$ cat src/rtl/axil_if.sv
// AXI4-Lite signal bundle. N lanes are packed side by side so the same bundle
// serves the single upstream port (N = 1) and the fanned-out slave side.
interface axil_if #(
  parameter int N          = 1,
  parameter int ADDR_WIDTH = 32,
  parameter int DATA_WIDTH = 32
);
  localparam int STRB_WIDTH = DATA_WIDTH / 8;

  logic [N*ADDR_WIDTH-1:0] araddr;
  logic [N-1:0]            arvalid;
  logic [N-1:0]            arready;
  logic [N*DATA_WIDTH-1:0] rdata;
  logic [N*2-1:0]          rresp;
  logic [N-1:0]            rvalid;
  logic [N-1:0]            rready;
  logic [N*ADDR_WIDTH-1:0] awaddr;
  logic [N-1:0]            awvalid;
  logic [N-1:0]            awready;
  logic [N*DATA_WIDTH-1:0] wdata;
  logic [N*STRB_WIDTH-1:0] wstrb;
  logic [N-1:0]            wvalid;
  logic [N-1:0]            wready;
  logic [N*2-1:0]          bresp;
  logic [N-1:0]            bvalid;
  logic [N-1:0]            bready;

  modport master (
    output araddr, arvalid, input arready,
    input  rdata, rresp, rvalid, output rready,
    output awaddr, awvalid, input awready,
    output wdata, wstrb, wvalid, input wready,
    input  bresp, bvalid, output bready
  );

  modport slave (
    input  araddr, arvalid, output arready,
    output rdata, rresp, rvalid, input rready,
    input  awaddr, awvalid, output awready,
    input  wdata, wstrb, wvalid, output wready,
    output bresp, bvalid, input bready
  );
endinterface

$ cat src/rtl/axil_interconnect_1xn.sv
// AXI4-Lite 1-to-N interconnect: one transaction in flight, base/mask address
// decode (lowest index wins), DECERR for unmapped addresses, and round-robin
// choice between a pending read and a pending write.
module axil_interconnect_1xn #(
  parameter int NUM_SLAVES = 4,
  parameter int ADDR_WIDTH = 32,
  parameter int DATA_WIDTH = 32,
  parameter logic [NUM_SLAVES*ADDR_WIDTH-1:0] BASE_ADDRS = {(NUM_SLAVES*ADDR_WIDTH){1'b0}},
  parameter logic [NUM_SLAVES*ADDR_WIDTH-1:0] ADDR_MASKS = {(NUM_SLAVES*ADDR_WIDTH){1'b0}}
) (
  input  logic  clk_i,
  input  logic  rst_i,
  axil_if.slave  s_axi,
  axil_if.master m_axi
);
  localparam int STRB_WIDTH = DATA_WIDTH / 8;
  localparam int IDX_W      = (NUM_SLAVES > 1) ? $clog2(NUM_SLAVES) : 1;

  typedef enum logic [2:0] {
    IDLE      = 3'd0,
    RD_ADDR   = 3'd1,
    RD_DATA   = 3'd2,
    RD_DECERR = 3'd3,
    WR_ADDR   = 3'd4,
    WR_RESP   = 3'd5,
    WR_DECERR = 3'd6
  } state_t;

  state_t                  state_r, state_nxt_s;
  logic                    last_wr_r;
  logic                    aw_done_r, w_done_r;
  logic [ADDR_WIDTH-1:0]   addr_r;
  logic [DATA_WIDTH-1:0]   wdata_r;
  logic [STRB_WIDTH-1:0]   wstrb_r;
  logic [IDX_W-1:0]        idx_r;
  logic [IDX_W:0]          rd_dec_s, wr_dec_s;
  logic                    rd_cand_s, wr_cand_s, grant_rd_s, grant_wr_s;
  logic                    aw_hs_s, w_hs_s, aw_fin_s, w_fin_s;

  // Result is {hit, index}; scanning downward lets the lowest matching slave win.
  function automatic logic [IDX_W:0] decode(input logic [ADDR_WIDTH-1:0] addr);
    logic [IDX_W:0] res;
    res = {(IDX_W+1){1'b0}};
    for (int k = NUM_SLAVES - 1; k >= 0; k--) begin
      res = ((addr & ADDR_MASKS[k*ADDR_WIDTH +: ADDR_WIDTH]) == BASE_ADDRS[k*ADDR_WIDTH +: ADDR_WIDTH])
            ? {1'b1, IDX_W'(k)} : res;
    end
    return res;
  endfunction

  assign rd_dec_s   = decode(s_axi.araddr);
  assign wr_dec_s   = decode(s_axi.awaddr);
  assign rd_cand_s  = s_axi.arvalid[0];
  assign wr_cand_s  = s_axi.awvalid[0] & s_axi.wvalid[0];
  // On a tie the type that did not win last time is granted.
  assign grant_rd_s = (state_r == IDLE) & rd_cand_s & (~wr_cand_s | last_wr_r);
  assign grant_wr_s = (state_r == IDLE) & wr_cand_s & (~rd_cand_s | ~last_wr_r);
  assign aw_hs_s    = (state_r == WR_ADDR) & ~aw_done_r & m_axi.awready[idx_r];
  assign w_hs_s     = (state_r == WR_ADDR) & ~w_done_r & m_axi.wready[idx_r];
  assign aw_fin_s   = aw_done_r | aw_hs_s;
  assign w_fin_s    = w_done_r | w_hs_s;

  // Address, data and strobe are broadcast; only the valids select a slave.
  assign m_axi.araddr = {NUM_SLAVES{addr_r}};
  assign m_axi.awaddr = {NUM_SLAVES{addr_r}};
  assign m_axi.wdata  = {NUM_SLAVES{wdata_r}};
  assign m_axi.wstrb  = {NUM_SLAVES{wstrb_r}};

  // State, grant history, captured request and per-channel write completion.
  always_ff @(posedge clk_i) begin
    if (rst_i) begin
      state_r   <= IDLE;
      last_wr_r <= 1'b1;
      aw_done_r <= 1'b0;
      w_done_r  <= 1'b0;
      addr_r    <= {ADDR_WIDTH{1'b0}};
      wdata_r   <= {DATA_WIDTH{1'b0}};
      wstrb_r   <= {STRB_WIDTH{1'b0}};
      idx_r     <= {IDX_W{1'b0}};
    end else begin
      state_r   <= state_nxt_s;
      aw_done_r <= (state_nxt_s == WR_ADDR) & aw_fin_s;
      w_done_r  <= (state_nxt_s == WR_ADDR) & w_fin_s;
      if (grant_rd_s) begin
        addr_r    <= s_axi.araddr;
        idx_r     <= rd_dec_s[IDX_W-1:0];
        last_wr_r <= 1'b0;
      end else if (grant_wr_s) begin
        addr_r    <= s_axi.awaddr;
        wdata_r   <= s_axi.wdata;
        wstrb_r   <= s_axi.wstrb;
        idx_r     <= wr_dec_s[IDX_W-1:0];
        last_wr_r <= 1'b1;
      end
    end
  end

  // Next-state selection from the grant and the downstream/upstream handshakes.
  always_comb begin
    state_nxt_s = state_r;
    case (state_r)
      IDLE: begin
        if (grant_rd_s) begin
          state_nxt_s = rd_dec_s[IDX_W] ? RD_ADDR : RD_DECERR;
        end else if (grant_wr_s) begin
          state_nxt_s = wr_dec_s[IDX_W] ? WR_ADDR : WR_DECERR;
        end else begin
          state_nxt_s = IDLE;
        end
      end
      RD_ADDR:   state_nxt_s = m_axi.arready[idx_r] ? RD_DATA : RD_ADDR;
      RD_DATA:   state_nxt_s = (m_axi.rvalid[idx_r] & s_axi.rready[0]) ? IDLE : RD_DATA;
      RD_DECERR: state_nxt_s = s_axi.rready[0] ? IDLE : RD_DECERR;
      WR_ADDR:   state_nxt_s = (aw_fin_s & w_fin_s) ? WR_RESP : WR_ADDR;
      WR_RESP:   state_nxt_s = (m_axi.bvalid[idx_r] & s_axi.bready[0]) ? IDLE : WR_RESP;
      WR_DECERR: state_nxt_s = s_axi.bready[0] ? IDLE : WR_DECERR;
      default:   state_nxt_s = IDLE;
    endcase
  end

  // Handshake outputs; everything is held low while reset is asserted.
  always_comb begin
    s_axi.arready = 1'b0;
    s_axi.awready = 1'b0;
    s_axi.wready  = 1'b0;
    s_axi.rvalid  = 1'b0;
    s_axi.rdata   = {DATA_WIDTH{1'b0}};
    s_axi.rresp   = 2'b00;
    s_axi.bvalid  = 1'b0;
    s_axi.bresp   = 2'b00;
    m_axi.arvalid = {NUM_SLAVES{1'b0}};
    m_axi.rready  = {NUM_SLAVES{1'b0}};
    m_axi.awvalid = {NUM_SLAVES{1'b0}};
    m_axi.wvalid  = {NUM_SLAVES{1'b0}};
    m_axi.bready  = {NUM_SLAVES{1'b0}};
    if (!rst_i) begin
      case (state_r)
        IDLE: begin
          s_axi.arready = grant_rd_s;
          s_axi.awready = grant_wr_s;
          s_axi.wready  = grant_wr_s;
        end
        RD_ADDR: m_axi.arvalid[idx_r] = 1'b1;
        RD_DATA: begin
          s_axi.rvalid        = m_axi.rvalid[idx_r];
          s_axi.rdata         = m_axi.rdata[idx_r*DATA_WIDTH +: DATA_WIDTH];
          s_axi.rresp         = m_axi.rresp[idx_r*2 +: 2];
          m_axi.rready[idx_r] = s_axi.rready[0];
        end
        RD_DECERR: begin
          s_axi.rvalid = 1'b1;
          s_axi.rresp  = 2'b11;
        end
        WR_ADDR: begin
          m_axi.awvalid[idx_r] = ~aw_done_r;
          m_axi.wvalid[idx_r]  = ~w_done_r;
        end
        WR_RESP: begin
          s_axi.bvalid        = m_axi.bvalid[idx_r];
          s_axi.bresp         = m_axi.bresp[idx_r*2 +: 2];
          m_axi.bready[idx_r] = s_axi.bready[0];
        end
        WR_DECERR: begin
          s_axi.bvalid = 1'b1;
          s_axi.bresp  = 2'b11;
        end
        default: begin
          s_axi.rvalid = 1'b0;
        end
      endcase
    end else begin
      s_axi.bvalid = 1'b0;
    end
  end
endmodule

$ cat src/flat_wrapper.sv
// flat-port wrapper written by rule: the top's interface ports become plain ports
module axil_interconnect_1xn_flat 
#(
  parameter int NUM_SLAVES = 4,
  parameter int ADDR_WIDTH = 32,
  parameter int DATA_WIDTH = 32,
  parameter logic [NUM_SLAVES*ADDR_WIDTH-1:0] BASE_ADDRS = {(NUM_SLAVES*ADDR_WIDTH){1'b0}},
  parameter logic [NUM_SLAVES*ADDR_WIDTH-1:0] ADDR_MASKS = {(NUM_SLAVES*ADDR_WIDTH){1'b0}}
)
  (clk_i, rst_i, s_axi_araddr, s_axi_arvalid, s_axi_arready, s_axi_rdata, s_axi_rresp, s_axi_rvalid, s_axi_rready, s_axi_awaddr, s_axi_awvalid, s_axi_awready, s_axi_wdata, s_axi_wstrb, s_axi_wvalid, s_axi_wready, s_axi_bresp, s_axi_bvalid, s_axi_bready, m_axi_araddr, m_axi_arvalid, m_axi_arready, m_axi_rdata, m_axi_rresp, m_axi_rvalid, m_axi_rready, m_axi_awaddr, m_axi_awvalid, m_axi_awready, m_axi_wdata, m_axi_wstrb, m_axi_wvalid, m_axi_wready, m_axi_bresp, m_axi_bvalid, m_axi_bready);
  axil_if #(.N(1), .ADDR_WIDTH(ADDR_WIDTH), .DATA_WIDTH(DATA_WIDTH)) s_axi_i ();
  axil_if #(.N((4)), .ADDR_WIDTH(ADDR_WIDTH), .DATA_WIDTH(DATA_WIDTH)) m_axi_i ();
  input  logic clk_i;
  input  logic rst_i;
  input wire logic [$bits(s_axi_i.araddr)-1:0] s_axi_araddr;
  input wire logic [$bits(s_axi_i.arvalid)-1:0] s_axi_arvalid;
  output wire logic [$bits(s_axi_i.arready)-1:0] s_axi_arready;
  output wire logic [$bits(s_axi_i.rdata)-1:0] s_axi_rdata;
  output wire logic [$bits(s_axi_i.rresp)-1:0] s_axi_rresp;
  output wire logic [$bits(s_axi_i.rvalid)-1:0] s_axi_rvalid;
  input wire logic [$bits(s_axi_i.rready)-1:0] s_axi_rready;
  input wire logic [$bits(s_axi_i.awaddr)-1:0] s_axi_awaddr;
  input wire logic [$bits(s_axi_i.awvalid)-1:0] s_axi_awvalid;
  output wire logic [$bits(s_axi_i.awready)-1:0] s_axi_awready;
  input wire logic [$bits(s_axi_i.wdata)-1:0] s_axi_wdata;
  input wire logic [$bits(s_axi_i.wstrb)-1:0] s_axi_wstrb;
  input wire logic [$bits(s_axi_i.wvalid)-1:0] s_axi_wvalid;
  output wire logic [$bits(s_axi_i.wready)-1:0] s_axi_wready;
  output wire logic [$bits(s_axi_i.bresp)-1:0] s_axi_bresp;
  output wire logic [$bits(s_axi_i.bvalid)-1:0] s_axi_bvalid;
  input wire logic [$bits(s_axi_i.bready)-1:0] s_axi_bready;
  output wire logic [$bits(m_axi_i.araddr)-1:0] m_axi_araddr;
  output wire logic [$bits(m_axi_i.arvalid)-1:0] m_axi_arvalid;
  input wire logic [$bits(m_axi_i.arready)-1:0] m_axi_arready;
  input wire logic [$bits(m_axi_i.rdata)-1:0] m_axi_rdata;
  input wire logic [$bits(m_axi_i.rresp)-1:0] m_axi_rresp;
  input wire logic [$bits(m_axi_i.rvalid)-1:0] m_axi_rvalid;
  output wire logic [$bits(m_axi_i.rready)-1:0] m_axi_rready;
  output wire logic [$bits(m_axi_i.awaddr)-1:0] m_axi_awaddr;
  output wire logic [$bits(m_axi_i.awvalid)-1:0] m_axi_awvalid;
  input wire logic [$bits(m_axi_i.awready)-1:0] m_axi_awready;
  output wire logic [$bits(m_axi_i.wdata)-1:0] m_axi_wdata;
  output wire logic [$bits(m_axi_i.wstrb)-1:0] m_axi_wstrb;
  output wire logic [$bits(m_axi_i.wvalid)-1:0] m_axi_wvalid;
  input wire logic [$bits(m_axi_i.wready)-1:0] m_axi_wready;
  input wire logic [$bits(m_axi_i.bresp)-1:0] m_axi_bresp;
  input wire logic [$bits(m_axi_i.bvalid)-1:0] m_axi_bvalid;
  output wire logic [$bits(m_axi_i.bready)-1:0] m_axi_bready;
  assign s_axi_i.araddr = s_axi_araddr;
  assign s_axi_i.arvalid = s_axi_arvalid;
  assign s_axi_arready = s_axi_i.arready;
  assign s_axi_rdata = s_axi_i.rdata;
  assign s_axi_rresp = s_axi_i.rresp;
  assign s_axi_rvalid = s_axi_i.rvalid;
  assign s_axi_i.rready = s_axi_rready;
  assign s_axi_i.awaddr = s_axi_awaddr;
  assign s_axi_i.awvalid = s_axi_awvalid;
  assign s_axi_awready = s_axi_i.awready;
  assign s_axi_i.wdata = s_axi_wdata;
  assign s_axi_i.wstrb = s_axi_wstrb;
  assign s_axi_i.wvalid = s_axi_wvalid;
  assign s_axi_wready = s_axi_i.wready;
  assign s_axi_bresp = s_axi_i.bresp;
  assign s_axi_bvalid = s_axi_i.bvalid;
  assign s_axi_i.bready = s_axi_bready;
  assign m_axi_araddr = m_axi_i.araddr;
  assign m_axi_arvalid = m_axi_i.arvalid;
  assign m_axi_i.arready = m_axi_arready;
  assign m_axi_i.rdata = m_axi_rdata;
  assign m_axi_i.rresp = m_axi_rresp;
  assign m_axi_i.rvalid = m_axi_rvalid;
  assign m_axi_rready = m_axi_i.rready;
  assign m_axi_awaddr = m_axi_i.awaddr;
  assign m_axi_awvalid = m_axi_i.awvalid;
  assign m_axi_i.awready = m_axi_awready;
  assign m_axi_wdata = m_axi_i.wdata;
  assign m_axi_wstrb = m_axi_i.wstrb;
  assign m_axi_wvalid = m_axi_i.wvalid;
  assign m_axi_i.wready = m_axi_wready;
  assign m_axi_i.bresp = m_axi_bresp;
  assign m_axi_i.bvalid = m_axi_bvalid;
  assign m_axi_bready = m_axi_i.bready;
  axil_interconnect_1xn #(.NUM_SLAVES(NUM_SLAVES), .ADDR_WIDTH(ADDR_WIDTH), .DATA_WIDTH(DATA_WIDTH), .BASE_ADDRS(BASE_ADDRS), .ADDR_MASKS(ADDR_MASKS)) u_core (.clk_i(clk_i), .rst_i(rst_i), .s_axi(s_axi_i), .m_axi(m_axi_i));
endmodule
$ cat config.mk
export PLATFORM = sky130hd
export DESIGN_NAME = axil_interconnect_1xn_flat
export DESIGN_NICKNAME = d
export VERILOG_FILES = /design/src/rtl/axil_if.sv /design/src/rtl/axil_interconnect_1xn.sv /design/src/flat_wrapper.sv
export SDC_FILE = /design/constraint.sdc
export NUM_CORES = 1
export LEC_CHECK = 0
export BUFFER_PORTS_ARGS = -buffer_cell sky130_fd_sc_hd__buf_4
export CAP_MARGIN = 40
export CORE_AREA = 10 10 274 276
export DETAILED_ROUTE_END_ITERATION = 6
export DIE_AREA = 0 0 284 286
export MAX_ROUTING_LAYER = met4
export PLACE_DENSITY = 0.31
export RECOVER_POWER = 25
export REMOVE_ABC_BUFFERS = 1
export SKIP_LAST_GASP = 1
export SYNTH_ARGS = -nofsm -noshare
export SYNTH_HDL_FRONTEND = slang
export SYNTH_SLANG_ARGS = --single-unit
export TNS_END_PERCENT = 5
$ cat constraint.sdc
create_clock -name clk_i -period 1.8 [get_ports clk_i]
set_clock_uncertainty 0.15 [all_clocks]
set_input_delay 0.27 -clock clk_i [delete_from_list [all_inputs] [get_ports clk_i]]
set_output_delay 0.27 -clock clk_i [all_outputs]
set_load 0.01 [all_outputs]
Word-level counts from Yosys, hierarchy flattened. Cells that the tools add are included.

Register bits after elaboration: 74. Bits in latches: 0. Bits in writable memories: 0. Memory bits (read-only): 0. Input port bits: 271. Output and inout bits: 461. Word-level logic and storage cells: 78. Memories kept: 0.

Add/sub/neg operators: 0. $mul: 0. Divide/modulo/power cells: 0. Magnitude comparators: 0. Eq/ne operators: 7. Shift operators: 0. Mux-type cells: 37. Bitwise gates (word level): 24. Reduce and logical (&&, ||, !) cells: 3.

Operator list (number): $mux W32 (4); $pmux W3 S7 (1); $mux W1 (19); $and A1 B1 Y1 (14); $eq A3 B3 Y1 const B (4); $mux W3 (4); $mux W2 (5); $pmux W2 S2 (2); $eq A3 B2 Y1 const B (2); $not A1 Y1 (6); $or A1 B1 Y1 (4); $pmux W1 S2 (2); $eq A3 B1 Y1 const B (1); $logic_not A3 Y1 (1); $reduce_and A2 Y1 (1); $reduce_bool A2 Y1 (1).

Depth between registers and ports, before layout.
Depth in word-level cells: 9. Depth in mapped cells: 7. Mapped depth without buffers: 4.

Least setup slack after synthesis. No wires, ideal clock.

Path type: register -> output. From: reg u_core.state_r[1]. To: out s_axi_wready. Arrival: 1.450 ns. Required time: 1.380 ns. Slack: -0.070 ns. Stages on the path, launching flop included: 7. Buffers on the path: 3. Path through: dfxtp_1 -> buf_4 -> nor3_4 -> nand3_1 -> clkbuf_1 -> nor2_1 -> buf_4.

Word-level cells in the longest chain between the ends: 5.

RTL lines: start, declared (RTL line axil_interconnect_1xn.sv:29) `state_t state_r, state_nxt_s;`; start signal, assigned (RTL line axil_interconnect_1xn.sv:81) `state_r <= state_nxt_s;`; $logic_not A3 Y1 (*); $and A1 B1 Y1 (2 in a row) (RTL line axil_interconnect_1xn.sv:57) `assign grant_wr_s = (state_r == IDLE) & wr_cand_s & (~rd_cand_s | ~last_wr_r);`; $mux W1 (*) (2 in a row); end, declared (RTL line flat_wrapper.sv:28) `output wire logic [$bits(s_axi_i.wready)-1:0] s_axi_wready;`.

Mark *: on every way between the ends. The rest lies on a longest branch, timed or not.

Final worst setup path.
From: reg u_core.state_r[1]. To: out s_axi_arready.

Word-level cells in the longest chain between the ends: 5.

RTL lines: $logic_not A3 Y1 (*) (RTL line axil_interconnect_1xn.sv:56, axil_interconnect_1xn.sv:137); $and A1 B1 Y1 (2 in a row) (RTL line axil_interconnect_1xn.sv:56) `assign grant_rd_s = (state_r == IDLE) & rd_cand_s & (~wr_cand_s | last_wr_r);`; $mux W1 (*) (RTL line axil_interconnect_1xn.sv:137) `case (state_r)`; $mux W1 (*) (RTL line axil_interconnect_1xn.sv:136) `if (!rst_i) begin`; end, declared (RTL line flat_wrapper.sv:17) `output wire logic [$bits(s_axi_i.arready)-1:0] s_axi_arready;`.

Marked as above.

==> results.py <==
metrics = {
    "yosys": {
        "synth_adder_area_share": 0,
        "synth_area_per_cell_um2": 7.57,
        "synthMuxAreaShare": 0,
        "synth-seq-cells": 74,
        "synthDistinctLibCells": 30,
        "ys_seq_area_frac": 0.254,
        "synth_compound_area_frac": 0.0973,
        "yosys.area_share.simple": 0.170,
        "synth_xor_area_frac": 0,
        "synth_top_family_by_area": "buffers and inverters",
        "syn_inst": 770,
        "netlist_area_um2": 5830,
        "yosys_warnings": 0,
    },
    "grt": {
        "antenna_found_initial": 2,
        "grt_pass1_wl_um": 44800,
        "grt_max_degree": 44,
        "grt_overflow": 0,
        "grt_util_all_layers": 0.0763,
        "grt_pass1_vias": 6517,
    },
    "setup_path": {
        "startpoint_type": "register",
        "slowest_delay_ns": 0.35,
        "crit_type": "reg2out",
        "worstPathRequired_ns": 1.38,
        "critical_path.max_fanout": 5,
        "cp_cell_sequence": "nor3_4 -> buf_12 -> o211ai_1 -> clkbuf_16 -> nor2_4 -> buf_6",
        "crit_path_end_kind": "output port",
        "worstPathArrival_ns": 1.65,
        "cp_slowest_cell": "dfxtp_2",
    },
    "pwr": {
        "peakVddDrop_v": 0.000290,
        "power_mw": 7.38,
        "internal-power_mw": 4.61,
        "power.share.switching": 0.376,
        "combPwrFrac": 0.430,
        "p_per_area_nw_per_um2": 749,
        "switching_power_mw": 2.78,
        "power_frac_clock": 0.281,
        "p_leak_nw": 4.45,
        "seqPwrFrac": 0.289,
    },
    "routing": {
        "drtIter0Drc": 129,
        "drc": 0,
        "viasPerCell": 2.85,
        "routedWlPerCell_um": 15.6,
        "drt_pre_antenna_iters": 4,
        "routed_wl_um": 32000,
        "vias": 5830,
        "drtAntennaViolNets": 0,
    },
    "cells_and_area": {
        "area_growth_pct": 69.2,
        "nNetsFinal": 1373,
        "final_common_cell": "buf_4",
        "nFillCells": 8082,
        "layout_common_cells": "505 x buf_4, 113 x nand2_1, 101 x clkbuf_1",
        "fin_area_um2": 9860,
        "drive_above_1_share": 0.527,
        "fin_cells": 2048,
    },
    "clock_tree": {
        "cts_sinks": 74,
        "clock_latency_ns": 0.37,
        "cts_root_buf": "clkbuf_16",
        "cts_tree": "built",
        "cts-htree-levels": 3,
        "clock_path_buffers": 2,
        "path_clk_slew_ns": 0.07,
        "cts_buffers": 9,
    },
    "sta": {
        "finalSetupViolCount": 80,
        "slew_viol_final": 0,
        "finalCriticalPeriod_ns": 2.07,
        "fin_ws_ns": -0.274,
        "rsz0062_at_grt": "yes",
        "fin_crit_sh": 1.15,
        "worstMarginPinSlew_ns": 0.570,
        "hold_viol_final": 0,
        "slew_headroom": 0.620,
        "fmax_mhz": 482,
    },
    "placed_design": {
        "gp_congestion": 0.743,
        "hpwl_um": 26600,
        "place_inst": 1967,
        "placed_cell_area_um2": 9120,
        "portBuffers": 593,
    },
    "floorplanning": {
        "rows": 97,
        "initial_core_util": 0.0838,
        "fp.dieH_um": 286,
        "io_pins": 732,
        "fp.dieW_um": 284,
        "fp.dieArea_um2": 81200,
        "core-area_um2": 69500,
    },
    "job": {
        "drv_cap": 0,
    },
    "status": {
        "status": "complete, but fails checks",
        "violations": "negative setup slack",
    },
    "hold_path": {
        "min_path_type": "in2reg",
    },
}
-- cells by family (layout without fill, tap and decap cells) --
| logic type | Yosys count | after routing |
|---|---|---|
| other | 1 | 16 |
| DFF | 74 | 74 |
| and+or+nand+nor | 221 | 221 |
| buffers and inverters | 385 | 708 |
| AOI/OAI and AO/OA | 89 | 89 |
-- sequential cells by signal, indices dropped and copies added (netlist names) --
signal,flops
u_core.addr_r,32
u_core.last_wr_r,1
u_core.wdata_r,32
u_core.aw_done_r,1
u_core.state_r,3
u_core.wstrb_r,4
u_core.w_done_r,1
-- cell type report --
| type | count | area, um^2 | area share |
|---|---|---|---|
| flip-flops and latches | 74 | 1480 | 0.151 |
| diodes | 1 | 2.50 | 0.000254 |
| repair buffers | 689 | 5150 | 0.522 |
| clock inverters | 6 | 70.1 | 0.00711 |
| well taps | 940 | 1180 | 0.119 |
| inverters | 3 | 11.3 | 0.00114 |
| clock buffers | 10 | 239 | 0.0242 |
| multi-input cells | 325 | 1720 | 0.175 |
-- worst max-delay path: cells and delay by family (launching register included) --
kind,cells,cell delay (ns)
buffers and inverters,3,0.47
AOI/OAI and AO/OA,1,0.14
and+or+nand+nor,2,0.32
DFF,1,0.35
-- Yosys cell counts (all sizes together) --
library cell	n	share of area
and2	34	0.037
nand2	113	0.073
nor3	20	0.019
a31o	1	0.0015
nand2b	3	0.0032
nand4	1	0.0011
o22ai	16	0.017
inv	3	0.0019
o22a	1	0.0015
and3	1	0.0011
dfxtp	74	0.25
a21o	3	0.0039
nand3	5	0.0043
nor2	37	0.024
o21a	4	0.0052
nor2b	3	0.0032
nor3b	2	0.0026
conb	1	0.00064
a21oi	41	0.035
clkbuf	19	0.012
nor4	2	0.0021
a22oi	2	0.0026
buf	363	0.46
a31oi	2	0.0021
o211ai	2	0.0026
a311oi	17	0.026
-- timing repair --
action,CTS,global route
hold buffers,54,0
endpoints found under the setup margin,58,117
gates cloned,2,0
pin swaps,10,3
endpoints found under the hold margin,49,0
resized for setup,39,15
setup buffers,9,1
-- per-layer routing --
metal / global-route usage / routed length (um) / up-vias
met5: - / 0 / -
met4: 0.0183 / 307 / 0
met3: 0.0260 / 2730 / 15
met2: 0.133 / 16200 / 394
met1: 0.0824 / 12800 / 2649
li1: - / - / 2772
-- metrics by stage --
step | util | setup TNS, ns | hold slack (ns) | setup slack, ns
after floorplan | - | -88.25 | 0.189 | -1.27
after global placement | 0.131 | -0.664 | 0.343 | -0.0833
after detailed placement | 0.131 | -0.936 | 0.342 | -0.0859
after CTS | 0.147 | -25.76 | 0.000534 | -0.433
after global routing | 0.142 | -25.61 | 0.0169 | -0.401
final | 0.142 | -14.73 | 0.0414 | -0.274
-- power by group through the flow --
stage	Combinational (mW)	Sequential, mW	Clock, mW
after floorplan	0.398	2.60	0
after global placement	3.17	2.16	0
after detailed placement	3.15	2.18	0
after CTS	3.35	2.15	2.27
after global routing	3.45	2.19	2.29
final	3.18	2.13	2.07
-- worst paths after layout --
| kind | cells past startpoint | to | slack (ns) | start |
|---|---|---|---|---|
| setup / recovery | 6 | s_axi_arready | -0.27 | u_core.state_r[1] |
| hold / removal | 3 | u_core.addr_r[3] | 0.04 | s_axi_awaddr[3] |
| setup reg to reg | 8 | u_core.addr_r[19] | -0.23 | u_core.state_r[1] |
| hold reg to reg | 2 | u_core.wdata_r[29] | 0.35 | u_core.wdata_r[29] |
No activity file was read; power rests on OpenSTA's default activity.
